===== config.mk =====
export PLATFORM = sky130hd
export DESIGN_NAME = pipe_hazard_ctrl
export DESIGN_NICKNAME = d
export VERILOG_FILES = /design/src/rtl/pipe_hazard_ctrl.sv
export SDC_FILE = /design/constraint.sdc
export NUM_CORES = 1
export LEC_CHECK = 0
export CAP_MARGIN = 20
export CORE_ASPECT_RATIO = 0.8
export CORE_MARGIN = 2
export CORE_UTILIZATION = 45
export DETAILED_ROUTE_END_ITERATION = 16
export MAX_ROUTING_LAYER = met4
export PLACE_DENSITY = 0.8
export SKIP_CTS_REPAIR_TIMING = 1
export SLEW_MARGIN = 20
export SYNTH_ARGS = -nofsm -noshare
export SYNTH_HDL_FRONTEND = slang
export SYNTH_SLANG_ARGS = --single-unit

===== constraint.sdc =====
create_clock -name clk -period 5 [get_ports clk]
set_clock_uncertainty 0.15 [all_clocks]
set_input_delay 1.25 -clock clk [delete_from_list [all_inputs] [get_ports clk]]
set_output_delay 1.25 -clock clk [all_outputs]
set_load 0.05 [all_outputs]

===== src/rtl/pipe_hazard_ctrl.sv =====
// pipe_hazard_ctrl: sequencing controller for the 16-bit five-stage core.
// Owns the IF/ID and ID/EX valid bits, drives the pipeline register write
// enables, inserts load-use bubbles, freezes on data-memory busy and flushes
// the two younger stages when a control transfer reaches EX.
module pipe_hazard_ctrl #(
  parameter int unsigned LU_STALL = 1,
  parameter int unsigned CNT_W    = 16
) (
  input  logic             clk,
  input  logic             rst,
  input  logic [15:0]      id_instr,
  input  logic [15:0]      ex_instr,
  input  logic             branch,
  input  logic             mem_busy,
  output logic             pc_we,
  output logic             if_id_we,
  output logic             id_ex_we,
  output logic             ex_mem_we,
  output logic             redirect,
  output logic             id_valid,
  output logic             ex_valid,
  output logic [1:0]       state,
  output logic [CNT_W-1:0] stall_cnt,
  output logic [CNT_W-1:0] flush_cnt
);

  localparam logic [3:0] OP_ADD  = 4'h0;
  localparam logic [3:0] OP_SUB  = 4'h1;
  localparam logic [3:0] OP_NAND = 4'h2;
  localparam logic [3:0] OP_XOR  = 4'h3;
  localparam logic [3:0] OP_INC  = 4'h4;
  localparam logic [3:0] OP_SRA  = 4'h5;
  localparam logic [3:0] OP_SRL  = 4'h6;
  localparam logic [3:0] OP_SLL  = 4'h7;
  localparam logic [3:0] OP_SW   = 4'h8;
  localparam logic [3:0] OP_LW   = 4'h9;
  localparam logic [3:0] OP_LHB  = 4'hA;
  localparam logic [3:0] OP_LLB  = 4'hB;
  localparam logic [3:0] OP_B    = 4'hC;
  localparam logic [3:0] OP_CALL = 4'hD;
  localparam logic [3:0] OP_RET  = 4'hE;

  // Remaining-stall reload after the first load-use bubble (LU_STALL <= 3).
  localparam logic [1:0] LU_RELOAD = 2'(LU_STALL - 1);

  typedef enum logic [1:0] {
    RUN    = 2'd0,
    STALL  = 2'd1,
    FREEZE = 2'd2
  } state_t;

  state_t           state_q, state_d;
  state_t           ret_state_q, ret_state_d;
  state_t           eff_state;
  logic [1:0]       rem_q, rem_d;
  logic             id_valid_q, id_valid_d;
  logic             ex_valid_q, ex_valid_d;
  logic [CNT_W-1:0] stall_cnt_q, stall_cnt_d;
  logic [CNT_W-1:0] flush_cnt_q, flush_cnt_d;
  logic             src_hit;
  logic             lu_haz;
  logic             ctl_haz;
  logic [3:0]       ld_dst;

  assign ld_dst = ex_instr[11:8];

  // Does the ID instruction read the register the EX load writes?
  always_comb begin
    src_hit = 1'b0;
    unique case (id_instr[15:12])
      OP_ADD, OP_SUB, OP_NAND, OP_XOR:
        src_hit = (id_instr[7:4] == ld_dst) || (id_instr[3:0] == ld_dst);
      OP_SRA, OP_SRL, OP_SLL:
        src_hit = (id_instr[7:4] == ld_dst);
      OP_INC, OP_SW, OP_LHB, OP_LLB:
        src_hit = (id_instr[11:8] == ld_dst);
      OP_RET:
        src_hit = (ld_dst == 4'hF);
      default:
        src_hit = 1'b0;
    endcase
  end

  assign lu_haz  = ex_valid_q && id_valid_q && (ex_instr[15:12] == OP_LW) && src_hit;
  assign ctl_haz = ex_valid_q && (((ex_instr[15:12] == OP_B) && branch) ||
                                  (ex_instr[15:12] == OP_CALL) ||
                                  (ex_instr[15:12] == OP_RET));

  // Leaving FREEZE behaves exactly like the state that was frozen.
  assign eff_state = (state_q == FREEZE) ? ret_state_q : state_q;

  // Enables and next-state selection, priority rst > busy > ctl > lu > normal.
  always_comb begin
    pc_we       = 1'b0;
    if_id_we    = 1'b0;
    id_ex_we    = 1'b0;
    ex_mem_we   = 1'b0;
    redirect    = 1'b0;
    state_d     = state_q;
    ret_state_d = ret_state_q;
    rem_d       = rem_q;
    id_valid_d  = id_valid_q;
    ex_valid_d  = ex_valid_q;
    stall_cnt_d = stall_cnt_q;
    flush_cnt_d = flush_cnt_q;
    if (rst) begin
      // Registers are cleared in the sequential block; outputs stay low.
    end else if (mem_busy) begin
      state_d     = FREEZE;
      ret_state_d = eff_state;
    end else if (eff_state == STALL) begin
      id_ex_we    = 1'b1;
      ex_mem_we   = 1'b1;
      ex_valid_d  = 1'b0;
      stall_cnt_d = stall_cnt_q + CNT_W'(1);
      rem_d       = rem_q - 2'd1;
      state_d     = (rem_d == 2'd0) ? RUN : STALL;
    end else if (ctl_haz) begin
      pc_we       = 1'b1;
      if_id_we    = 1'b1;
      id_ex_we    = 1'b1;
      ex_mem_we   = 1'b1;
      redirect    = 1'b1;
      id_valid_d  = 1'b0;
      ex_valid_d  = 1'b0;
      flush_cnt_d = flush_cnt_q + CNT_W'(1);
      state_d     = RUN;
    end else if (lu_haz) begin
      id_ex_we    = 1'b1;
      ex_mem_we   = 1'b1;
      ex_valid_d  = 1'b0;
      stall_cnt_d = stall_cnt_q + CNT_W'(1);
      if (LU_STALL > 1) begin
        rem_d   = LU_RELOAD;
        state_d = STALL;
      end else begin
        state_d = RUN;
      end
    end else begin
      pc_we      = 1'b1;
      if_id_we   = 1'b1;
      id_ex_we   = 1'b1;
      ex_mem_we  = 1'b1;
      id_valid_d = 1'b1;
      ex_valid_d = id_valid_q;
      state_d    = RUN;
    end
  end

  // State, valid and counter registers with synchronous reset.
  always_ff @(posedge clk) begin
    if (rst) begin
      state_q     <= RUN;
      ret_state_q <= RUN;
      rem_q       <= '0;
      id_valid_q  <= 1'b0;
      ex_valid_q  <= 1'b0;
      stall_cnt_q <= '0;
      flush_cnt_q <= '0;
    end else begin
      state_q     <= state_d;
      ret_state_q <= ret_state_d;
      rem_q       <= rem_d;
      id_valid_q  <= id_valid_d;
      ex_valid_q  <= ex_valid_d;
      stall_cnt_q <= stall_cnt_d;
      flush_cnt_q <= flush_cnt_d;
    end
  end

  assign id_valid  = id_valid_q;
  assign ex_valid  = ex_valid_q;
  assign state     = state_q;
  assign stall_cnt = stall_cnt_q;
  assign flush_cnt = flush_cnt_q;

endmodule


==> key figures, run 1 <==
Floorplan
  – Die Span Y: 65.93 µm
  – Starting Density: 46.92%
  – Die width: 81.41 µm
  – Rows: 22
  – Die area: 0.005367 mm²
  – I/O pins: 77
  – Core area: 0.004597 mm²

Route
  – Post-Route WL: 5.096 mm
  – Residual DRC: 0
  – Detail Route Antenna Nets: 0
  – Routed vias/inst: 5.248
  – DRT iter0 DRCs: 175
  – DR WL/cell: 13.03 µm
  – Router iterations before antenna repair: 4
  – Via count: 2,052

CTS
  – Clock Path Buffers: 2
  – Clock sink count: 40
  – Clock slew at reported path FFs: 70 ps
  – Clock buffer count from CTS: 5
  – H-tree levels: 2
  – CTS tree: built
  – Worst skew pair latency: 290 ps
  – Root Buffer Master: clkbuf_8

Timing
  – Slew Limit Fails: 0
  – Max_slew headroom: 64.14%
  – Fmax: 208.4 MHz
  – Post-layout minimum cycle time: 4797 ps
  – Slew @ Worst Pin: 533.8 ps
  – Unrepaired setup endpoints after global routing: false
  – Final setup viols: 0
  – PnR worst setup slack: 202.7 ps
  – Final hold viol count: 0
  – Setup TNS: 0 ps
  – Final clock period utilization by the worst path: 95.95%

GRT
  – Layer with the highest usage: met2
  – Met1 usage in global routing: 27.18%
  – Met3 GRT Util: 5.055%
  – Total gr overflow: 0
  – Initial antenna violation count: 0
  – GRT Overall Usage: 20.44%
  – Largest net degree at the start of global routing: 16
  – Global-route wire length before repair: 8.411 mm
  – GRT met2 Usage: 30.84%
  – Vias in the first global route: 1,856

Placed design
  – Dpl hpwl: 3.988 mm
  – Post-DP Area: 0.002952 mm²
  – Gp weighted congestion: 0.8392
  – Buffers on Ports: 68
  – Pre-CTS worst setup slack: 241.2 ps

Critical path
  – Buf+Inv Stages, Crit Path: 3
  – Crit-path cells: clkdlybuf4s50_1 -> and4b_1 -> nor3_1 -> o211ai_1 -> a211oi_4 -> o21bai_1 -> nand2_1 -> nor3_2 -> buf_4 -> buf_12
  – Startpoint Class: input pin
  – Critical path class: input pin to output port
  – Setup crit end kind: output port
  – Crit path max fanout: 7
  – CP max-delay cell: clkdlybuf4s50_1
  – R2R Path Start: ex_valid
  – Worst R2R Setup Slack: 2670 ps
  – Worst Path Arrival: 3400 ps
  – Worst reg-to-reg path cell count: 7
  – FF-to-FF End: flush_cnt[15]
  – Worst Path Required: 3600 ps
  – Worst path max stage delay: 530 ps
  – CP delay by family, top: buffers and inverters

Logic synthesis
  – Most common cell in the netlist: dfxtp_1
  – Yosys cell types: 45
  – Avg Cell Area, Syn: 8.296 µm²
  – Main area contributors after synthesis: dfxtp_1 37%, xor2_1 6.5%, nor2_1 5.7%, mux2_2 4.2%, a21oi_1 3.7%
  – Synthesis Warnings: 0
  – Ys async rst share: 0%
  – Register area share after synthesis: 37.12%
  – Flops & latches, synth: 40
  – Top cells by count, synth: 40 x dfxtp_1, 33 x nor2_1, 19 x nand2_1
  – Dominant cell type by area after synthesis: dfxtp_1
  – Synth Cell Area: 0.002157 mm²
  – Number of synthesized flops with an enable pin: 0
  – Syn Nets: 299
  – Gate Count Post-Synth: 260
  – Synth top area share: 37.12%
  – Ys flop type: dfxtp_1

Cells and area
  – Fin util: 66.55%
  – Design Area, Final: 0.003059 mm²
  – Fin nets: 369
  – Layout cell share with drive strength beyond 1: 9.668%
  – Synth-to-Final Area Change: 41.82%
  – Ant diodes: 0

Power
  – Power per cell area: 216.0 mW/mm²
  – Total power: 0.0006607 W
  – Int Power: 0.0005100 W
  – Sequential share of power: 48.7%
  – Clock Power Share: 38.9%
  – Switching Share: 22.80%
  – LEAKAGE: 1.081 nW
  – NetSw: 0.0001507 W
  – Gate power share: 12.4%
  – Peak supply drop: 0.1624 mV

Worst hold path
  – WHS Endpoint: ret_state_q[0]
  – HP Class: register to register
  – Hold depth: 2
  – Hold Startpoint: ret_state_q[0]

Outcome
  – Status: complete, no violations

Flow run
  – Number of max-cap violations: 0
[sequential cells by signal, indices dropped and copies added, names as in the netlist]
register and count:
id_valid 1, ex_valid 1, ret_state_q 2, flush_cnt 16, rem_q 2, stall_cnt 16
state 2
[power groups by stage]
stage	Combinational, W	Clock [W]	Sequential [W]
finish	0.0000822	0.000257	0.000321
CTS	0.0000829	0.000262	0.000321
floorplan	0.0000338	0	0.000334
global route	0.0000882	0.000275	0.000322
global placement	0.0000808	0	0.000329
detailed placement	0.0000827	0	0.000329
[placed cells by master, fill, tap and decap left out, types with 3 or more instances in the layout]
| cell | n |
|---|---|
| clkdlybuf4s50_1 | 63 |
| buf_4 | 7 |
| buf_12 | 5 |
| nand2_1 | 19 |
| xnor2_1 | 8 |
| a21oi_1 | 16 |
| nor3_1 | 11 |
| clkbuf_8 | 5 |
| nand3_1 | 14 |
| inv_1 | 8 |
| ha_1 | 3 |
| dfxtp_1 | 40 |
| nor2_1 | 33 |
| o21ai_0 | 8 |
| xor2_1 | 16 |
| a211oi_1 | 4 |
| or3_1 | 9 |
| nor2b_1 | 8 |
| nand4_1 | 8 |
| mux2_2 | 8 |
[worst max path at each step]
stage	depth (start not counted)	end	slack, ps	from
floorplan	9	pc_we	310	ex_instr[11]
global route	10	pc_we	30	id_instr[15]
detailed placement	10	pc_we	240	id_instr[15]
global placement	10	pc_we	220	id_instr[15]
finish	10	pc_we	200	id_instr[15]
CTS	10	pc_we	200	id_instr[15]
[worst min-delay path: cells and delay by family (launching register included)]
family | cells | cell delay, ps
flops | 1 | 310
compound gates | 2 | 120
[per-layer routing]
layer,up-vias,routed length (µm)
met5,-,0
met4,0,54
met3,7,366
met2,59,2221
met1,935,2453
li1,1051,-
[per-stage QoR]
| stage | instances | hold slack (ps) |
|---|---|---|
| 2_1_floorplan | 260 | 298.4 |
| 3_3_place_gp | 383 | 311.1 |
| 3_5_place_dp | 383 | 325.3 |
| 4_1_cts | 391 | 335.7 |
| 5_1_grt | 391 | 374.8 |
| 6_report | 391 | 331.9 |
[cells by family after synthesis]
family,synth area share (%)
AOI/OAI and AO/OA,13.57
xor gates and xnor gates,9.745
adders and majority gates,1.740
buffers and inverters,4.582
DFF,37.12
muxes,5.105
and+or+nand+nor,28.13
[layout make-up]
class | instances | area (µm²)
fill | 364 | 1538
timing repair buffer | 75 | 783.3
sequential | 40 | 800.8
clock inverter | 2 | 35.03
inverter | 8 | 30.03
tap | 60 | 75.07
multi-input combinational | 200 | 1262
clock buffer | 6 | 72.57
Power figures use the tool's default switching activity.
==> run 2: changes to the inputs <==
CORE_UTILIZATION = 48   (was 45)
PLACE_DENSITY = 0.85   (was 0.8)
==> run 2 against run 1 <==
Sequential power is essentially flat. Maximum frequency fell by 0.43%. Combinational power decreased by 0.6%. First-iteration DRC count down 21%. Worst setup slack worse by 21 ps. Critical path depth decreased by 1. Hold slack worse by 5.6 ps. Core utilization up 4.7 points. Final cell count fell by 1.3%. Clock power fell by 11%. Sequential cell count is the same. Critical endpoint is now if_id_we. Largest power group unchanged. Highest routed layer unchanged.
==> key figures, run 2 (synthesis results as in run 1) <==
Critical path
  – CP delay by family, top: simple AND/OR/NAND/NOR gates
  – Buf+Inv Stages, Crit Path: 2 (-1)
  – Worst Path Required: 3600 ps (about the same)
  – R2R Path Start: ex_valid
  – Worst R2R Setup Slack: 2560 ps (-110 ps)
  – CP max-delay cell: clkdlybuf4s50_1
  – Worst path max stage delay: 510 ps (-20 ps)
  – FF-to-FF End: flush_cnt[13]
  – Critical path class: input pin to output port
  – Worst reg-to-reg path cell count: 7 (unchanged)
  – Crit path max fanout: 7 (unchanged)
  – Crit-path cells: clkdlybuf4s50_1 -> and4b_1 -> nor3_1 -> o211ai_1 -> a211oi_4 -> o21bai_1 -> nand2_1 -> nor3_4 -> buf_12
  – Startpoint Class: input pin
  – Setup crit end kind: output port
  – Worst Path Arrival: 3420 ps (+20 ps)

Flow run
  – Number of max-cap violations: 0 (unchanged)

Timing
  – Final hold viol count: 0 (unchanged)
  – Setup TNS: 0 ps (unchanged)
  – Max_slew headroom: 58.18% (-6.0 points)
  – Unrepaired setup endpoints after global routing: false
  – Post-layout minimum cycle time: 4818 ps (+20.84 ps)
  – Slew Limit Fails: 0 (unchanged)
  – Hold Worst Slack: 326.3 ps (-5.579 ps)
  – Fmax: 207.5 MHz (-0.43%)
  – Final clock period utilization by the worst path: 96.36% (+0.42 points)
  – Final setup viols: 0 (unchanged)
  – Slew @ Worst Pin: 625.3 ps (+91.48 ps)

Cells and area
  – Fin nets: 367 (-0.54%)
  – Ant diodes: 0 (unchanged)
  – Layout cell share with drive strength beyond 1: 9.119% (-0.55 points)
  – Fillers: 338 (-7.1%)
  – Design Area, Final: 0.003033 mm² (-0.86%)
  – Most common cell after layout, fill and taps aside: clkdlybuf4s50_1
  – Synth-to-Final Area Change: 40.60%
  – Most frequent cells in the layout: 63 x clkdlybuf4s50_1, 40 x dfxtp_1, 33 x nor2_1

Placed design
  – Gp weighted congestion: 0.8291 (-1.2%)
  – Dpl hpwl: 4.198 mm (+5.2%)
  – Post-DP Area: 0.002933 mm² (-0.64%)
  – Buffers on Ports: 68 (unchanged)

Power
  – Total power: 0.0006307 W (-4.5%)
  – Peak supply drop: 0.1590 mV (-2.1%)
  – LEAKAGE: 1.061 nW (-1.8%)
  – Power per cell area: 208.0 mW/mm² (-3.7%)

CTS
  – Clock slew at reported path FFs: 80 ps (about the same)
  – H-tree levels: 2 (unchanged)
  – Clock buffer count from CTS: 5 (unchanged)
  – Root Buffer Master: clkbuf_8
  – Worst skew pair latency: 300 ps (about the same)
  – Clock sink count: 40 (unchanged)
  – Clock Path Buffers: 2 (unchanged)
  – CTS tree: built

Worst hold path
  – HP Class: register to register
  – Hold Startpoint: ret_state_q[0]
  – Hold depth: 2 (unchanged)
  – WHS Endpoint: ret_state_q[0]

Route
  – Detail Route Antenna Nets: 0 (unchanged)
  – DRT iter0 DRCs: 139 (-21%)
  – Router iterations before antenna repair: 4 (unchanged)
  – Post-Route WL: 5.591 mm (+9.7%)
  – Routed vias/inst: 5.451 (+3.9%)
  – DR WL/cell: 14.48 µm (+11%)
  – Via count: 2,104 (+2.5%)
  – Residual DRC: 0 (unchanged)

GRT
  – GRT Overall Usage: 23.22% (+2.8 points)
  – Initial antenna violation count: 0 (unchanged)
  – Total gr overflow: 0 (unchanged)
  – Vias in the first global route: 2,006 (+8.1%)
  – Largest net degree at the start of global routing: 29 (+13)
  – Global-route wire length before repair: 9.025 mm (+7.3%)

Floorplan
  – Die area: 0.005050 mm² (-5.9%)
  – Die Span Y: 63.96 µm (-3.0%)
  – Die width: 78.95 µm (-3.0%)
  – Core area: 0.004257 mm² (-7.4%)
  – Rows: 21 (-4.5%)
  – Starting Density: 50.68% (+3.8 points)
  – I/O pins: 77 (unchanged)

Outcome
  – Status: complete, no violations
==> run 2: cell count changes in the layout (fill, tap and decap cells not counted), sizes merged <==
cell      change
buf           -2
bufinv        -1
clkbuf        +1
clkinv        -1
clkinvlp      +1
==> run 2: worst max path at each step <==
stage	start	to	cells after the start
after floorplan	ex_instr[11]	pc_we	9
after global placement	id_instr[14]	pc_we	9
after detailed placement	id_instr[14]	if_id_we	9
after CTS	id_instr[14]	if_id_we	9
after global routing	id_instr[14]	if_id_we	9
final	id_instr[14]	if_id_we	9
==> run 2: final cells by class <==
| type | count | area (µm²) | area share, % |
|---|---|---|---|
| clock buffer | 7 | 86.33 | 2.847 |
| clock inverter | 1 | 7.507 | 0.2475 |
| inverter | 8 | 30.03 | 0.9901 |
| multi-input combinational | 200 | 1269 | 41.83 |
| sequential | 40 | 800.8 | 26.40 |
| tap | 57 | 71.32 | 2.351 |
| timing repair buffer | 73 | 768.2 | 25.33 |
==> run 2: worst min-delay path, stage by stage, from the launching register on <==
cell and delay (ps):
dfxtp_1 310, o21ai_0 60, a21oi_1 60
==> run 2: per-layer routing <==
| metal | track usage, % | wire length, µm |
|---|---|---|
| met5 | - | 0 |
| met2 | 36.43 | 2621 |
| met3 | 4.944 | 351 |
| met4 | 9.267 | 88 |
| met1 | 29.44 | 2530 |
==> run 2: through the flow <==
step | setup WS, ps | instances | util, %
4_1_cts | 102.1 | 386 | 71.11
3_5_place_dp | 126.8 | 378 | 68.90
3_3_place_gp | 184.3 | 378 | 68.90
2_1_floorplan | 308.3 | 260 | -
5_1_grt | 38.45 | 386 | 71.25
6_report | 181.8 | 386 | 71.25
==> run 2: where the power goes <==
| group | switching, W | total [W] | internal, W |
|---|---|---|---|
| sequential | 0.00000172 | 0.000321 | 0.000320 |
| combinational | 0.0000404 | 0.0000817 | 0.0000414 |
| clock | 0.000115 | 0.000228 | 0.000112 |
| total | 0.000157 | 0.000631 | 0.000473 |
==> run 3: changes to the inputs <==
GPL_TIMING_DRIVEN = 0   (was unset)
==> run 3 against run 2 <==
Final cell count is 1.6% higher. Clock-buffer cell count is 2 lower. First-iteration DRC count is 5.0% lower. Register-to-register slack better by 60 ps. Maximum frequency is 1.7% lower. Highest routed layer unchanged. Critical endpoint is now pc_we. Sequential power hardly changed.
==> key figures, run 3 (synthesis results as in run 1) <==
Cells and area
  – Most common cell after layout, fill and taps aside: clkdlybuf4s50_1
  – Synth-to-Final Area Change: 38.63%
  – Fin nets: 373 (+1.6%)
  – Ant diodes: 0 (unchanged)
  – Most frequent cells in the layout: 64 x clkdlybuf4s50_1, 40 x dfxtp_1, 33 x nor2_1
  – Layout cell share with drive strength beyond 1: 8.657% (-0.46 points)

Power
  – LEAKAGE: 1.064 nW (+0.27%)
  – Peak supply drop: 0.1825 mV (+15%)
  – NetSw: 0.0001575 W (about the same)
  – Power per cell area: 204.3 mW/mm² (-1.7%)
  – Total power: 0.0006111 W (-3.1%)
  – Switching Share: 25.78% (+0.82 points)
  – Gate power share: 12.7% (-0.3 points)
  – Clock Power Share: 34.7% (-1.4 points)
  – Sequential share of power: 52.6% (+1.6 points)
  – Int Power: 0.0004535 W (-4.2%)

CTS
  – Clock slew at reported path FFs: 80 ps (about the same)
  – Root Buffer Master: clkbuf_8
  – H-tree levels: 2 (unchanged)
  – Worst skew pair latency: 290 ps (about the same)
  – Clock buffer count from CTS: 5 (unchanged)
  – Clock sink count: 40 (unchanged)
  – CTS tree: built
  – Clock Path Buffers: 2 (unchanged)

Timing
  – Post-layout minimum cycle time: 4904 ps (+85.36 ps)
  – Unrepaired setup endpoints after global routing: true
  – Final setup viols: 0 (unchanged)
  – Slew @ Worst Pin: 584.4 ps (-40.93 ps)
  – Setup TNS: 0 ps (unchanged)
  – Final clock period utilization by the worst path: 98.07% (+1.7 points)
  – Slew Limit Fails: 0 (unchanged)
  – Max_slew headroom: 60.92% (+2.7 points)
  – Final hold viol count: 0 (unchanged)
  – Fmax: 203.9 MHz (-1.7%)

GRT
  – GRT met2 Usage: 36.75% (+0.32 points)
  – Initial antenna violation count: 0 (unchanged)
  – Largest net degree at the start of global routing: 14 (-52%)
  – Layer with the highest usage: met2
  – Vias in the first global route: 2,019 (+0.65%)
  – Met3 GRT Util: 5.085% (+0.14 points)
  – Total gr overflow: 0 (unchanged)
  – Met1 usage in global routing: 31.45% (+2.0 points)
  – GRT Overall Usage: 23.59% (+0.37 points)
  – Global-route wire length before repair: 9.294 mm (+3.0%)

Route
  – DRT iter0 DRCs: 132 (-5.0%)
  – Routed vias/inst: 5.347 (-1.9%)
  – Via count: 2,096 (-0.38%)
  – Residual DRC: 0 (unchanged)
  – Post-Route WL: 5.497 mm (-1.7%)
  – DR WL/cell: 14.02 µm (-3.2%)
  – Router iterations before antenna repair: 5 (+1)
  – Detail Route Antenna Nets: 0 (unchanged)

Floorplan
  – Core area: 0.004257 mm² (unchanged)
  – Die width: 78.95 µm (unchanged)
  – Die area: 0.005050 mm² (unchanged)
  – Starting Density: 50.68% (unchanged)
  – Die Span Y: 63.96 µm (unchanged)
  – I/O pins: 77 (unchanged)
  – Rows: 21 (unchanged)

Placed design
  – Gp weighted congestion: 0.8246 (-0.54%)
  – Dpl hpwl: 4.111 mm (-2.1%)
  – Buffers on Ports: 67 (-1.5%)

Critical path
  – Startpoint Class: input pin
  – Worst Path Arrival: 3500 ps (+80 ps)
  – CP max-delay cell: clkdlybuf4s50_1
  – Crit path max fanout: 7 (unchanged)
  – CP delay by family, top: buffers and inverters
  – Worst Path Required: 3600 ps (about the same)
  – Worst path max stage delay: 540 ps (+30 ps)
  – Crit-path cells: clkdlybuf4s50_1 -> and4b_1 -> buf_6 -> nor3_1 -> o211ai_1 -> a211oi_4 -> o21bai_1 -> nand2_1 -> nor3_2 -> buf_4 -> clkbuf_4
  – Buf+Inv Stages, Crit Path: 4 (+2)
  – Critical path class: input pin to output port
  – Setup crit end kind: output port

Flow run
  – Number of max-cap violations: 0 (unchanged)

Outcome
  – Status: complete, no violations

Worst hold path
  – HP Class: register to register
run 3: path summary, 6_finish.rpt:
kind / endpoint / startpoint / slack, ps / cells past startpoint
setup / recovery: pc_we / id_instr[15] / 100 / 11
hold / removal: ret_state_q[0] / ret_state_q[0] / 330 / 2
setup reg to reg: flush_cnt[9] / ex_valid / 2620 / 8
hold reg to reg: ret_state_q[0] / ret_state_q[0] / 330 / 2
run 3: area by class of cell:
cell class | instances | area (µm²)
clock inverters | 3 | 18.77
inverters | 8 | 30.03
clock buffers | 5 | 68.82
plain buffers | 12 | 68.82
repair buffers | 67 | 665.6
well taps | 57 | 71.32
multi-input cells | 200 | 1266
fillers | 359 | 1266
flip-flops and latches | 40 | 800.8
run 3: power by group through the flow:
stage                     sequential (W)  clock (W)  combinational (W)
after detailed placement        0.000329          0          0.0000771
after global routing            0.000322   0.000231          0.0000832
after CTS                       0.000321   0.000217          0.0000777
final                           0.000321   0.000212          0.0000775
after global placement          0.000329          0          0.0000753
after floorplan                 0.000334          0          0.0000338
run 3: stage by stage:
| stage | instance area (µm²) | worst slack (ps) | hold slack, ps | instances | util, % |
|---|---|---|---|---|---|
| 6_report | 2990 | 96.47 | 326.4 | 392 | 70.25 |
| 3_3_place_gp | 2904 | -416.5 | 311.4 | 384 | 68.22 |
| 3_5_place_dp | 2904 | -431.4 | 315.1 | 384 | 68.22 |
| 4_1_cts | 2992 | -463.5 | 326.1 | 392 | 70.28 |
| 2_1_floorplan | 2162 | 308.3 | 298.4 | 260 | - |
| 5_1_grt | 2990 | -30.89 | 364.5 | 392 | 70.25 |
run 3: worst reg2reg max path, delay by kind of cell (launching register included):
family	cells	cell delay (ps)
buffers and inverters	1	170
XOR/XNOR	1	160
AND/OR/NAND/NOR	5	1070
AO/OA/AOI/OAI	1	300
flip-flops	1	420
run 3: per-layer routing:
metal,part of all wire (%),up-vias
li1,-,1059
met1,50,978
met2,44,55
met3,5.1,4
met4,0.93,0
met5,0,-
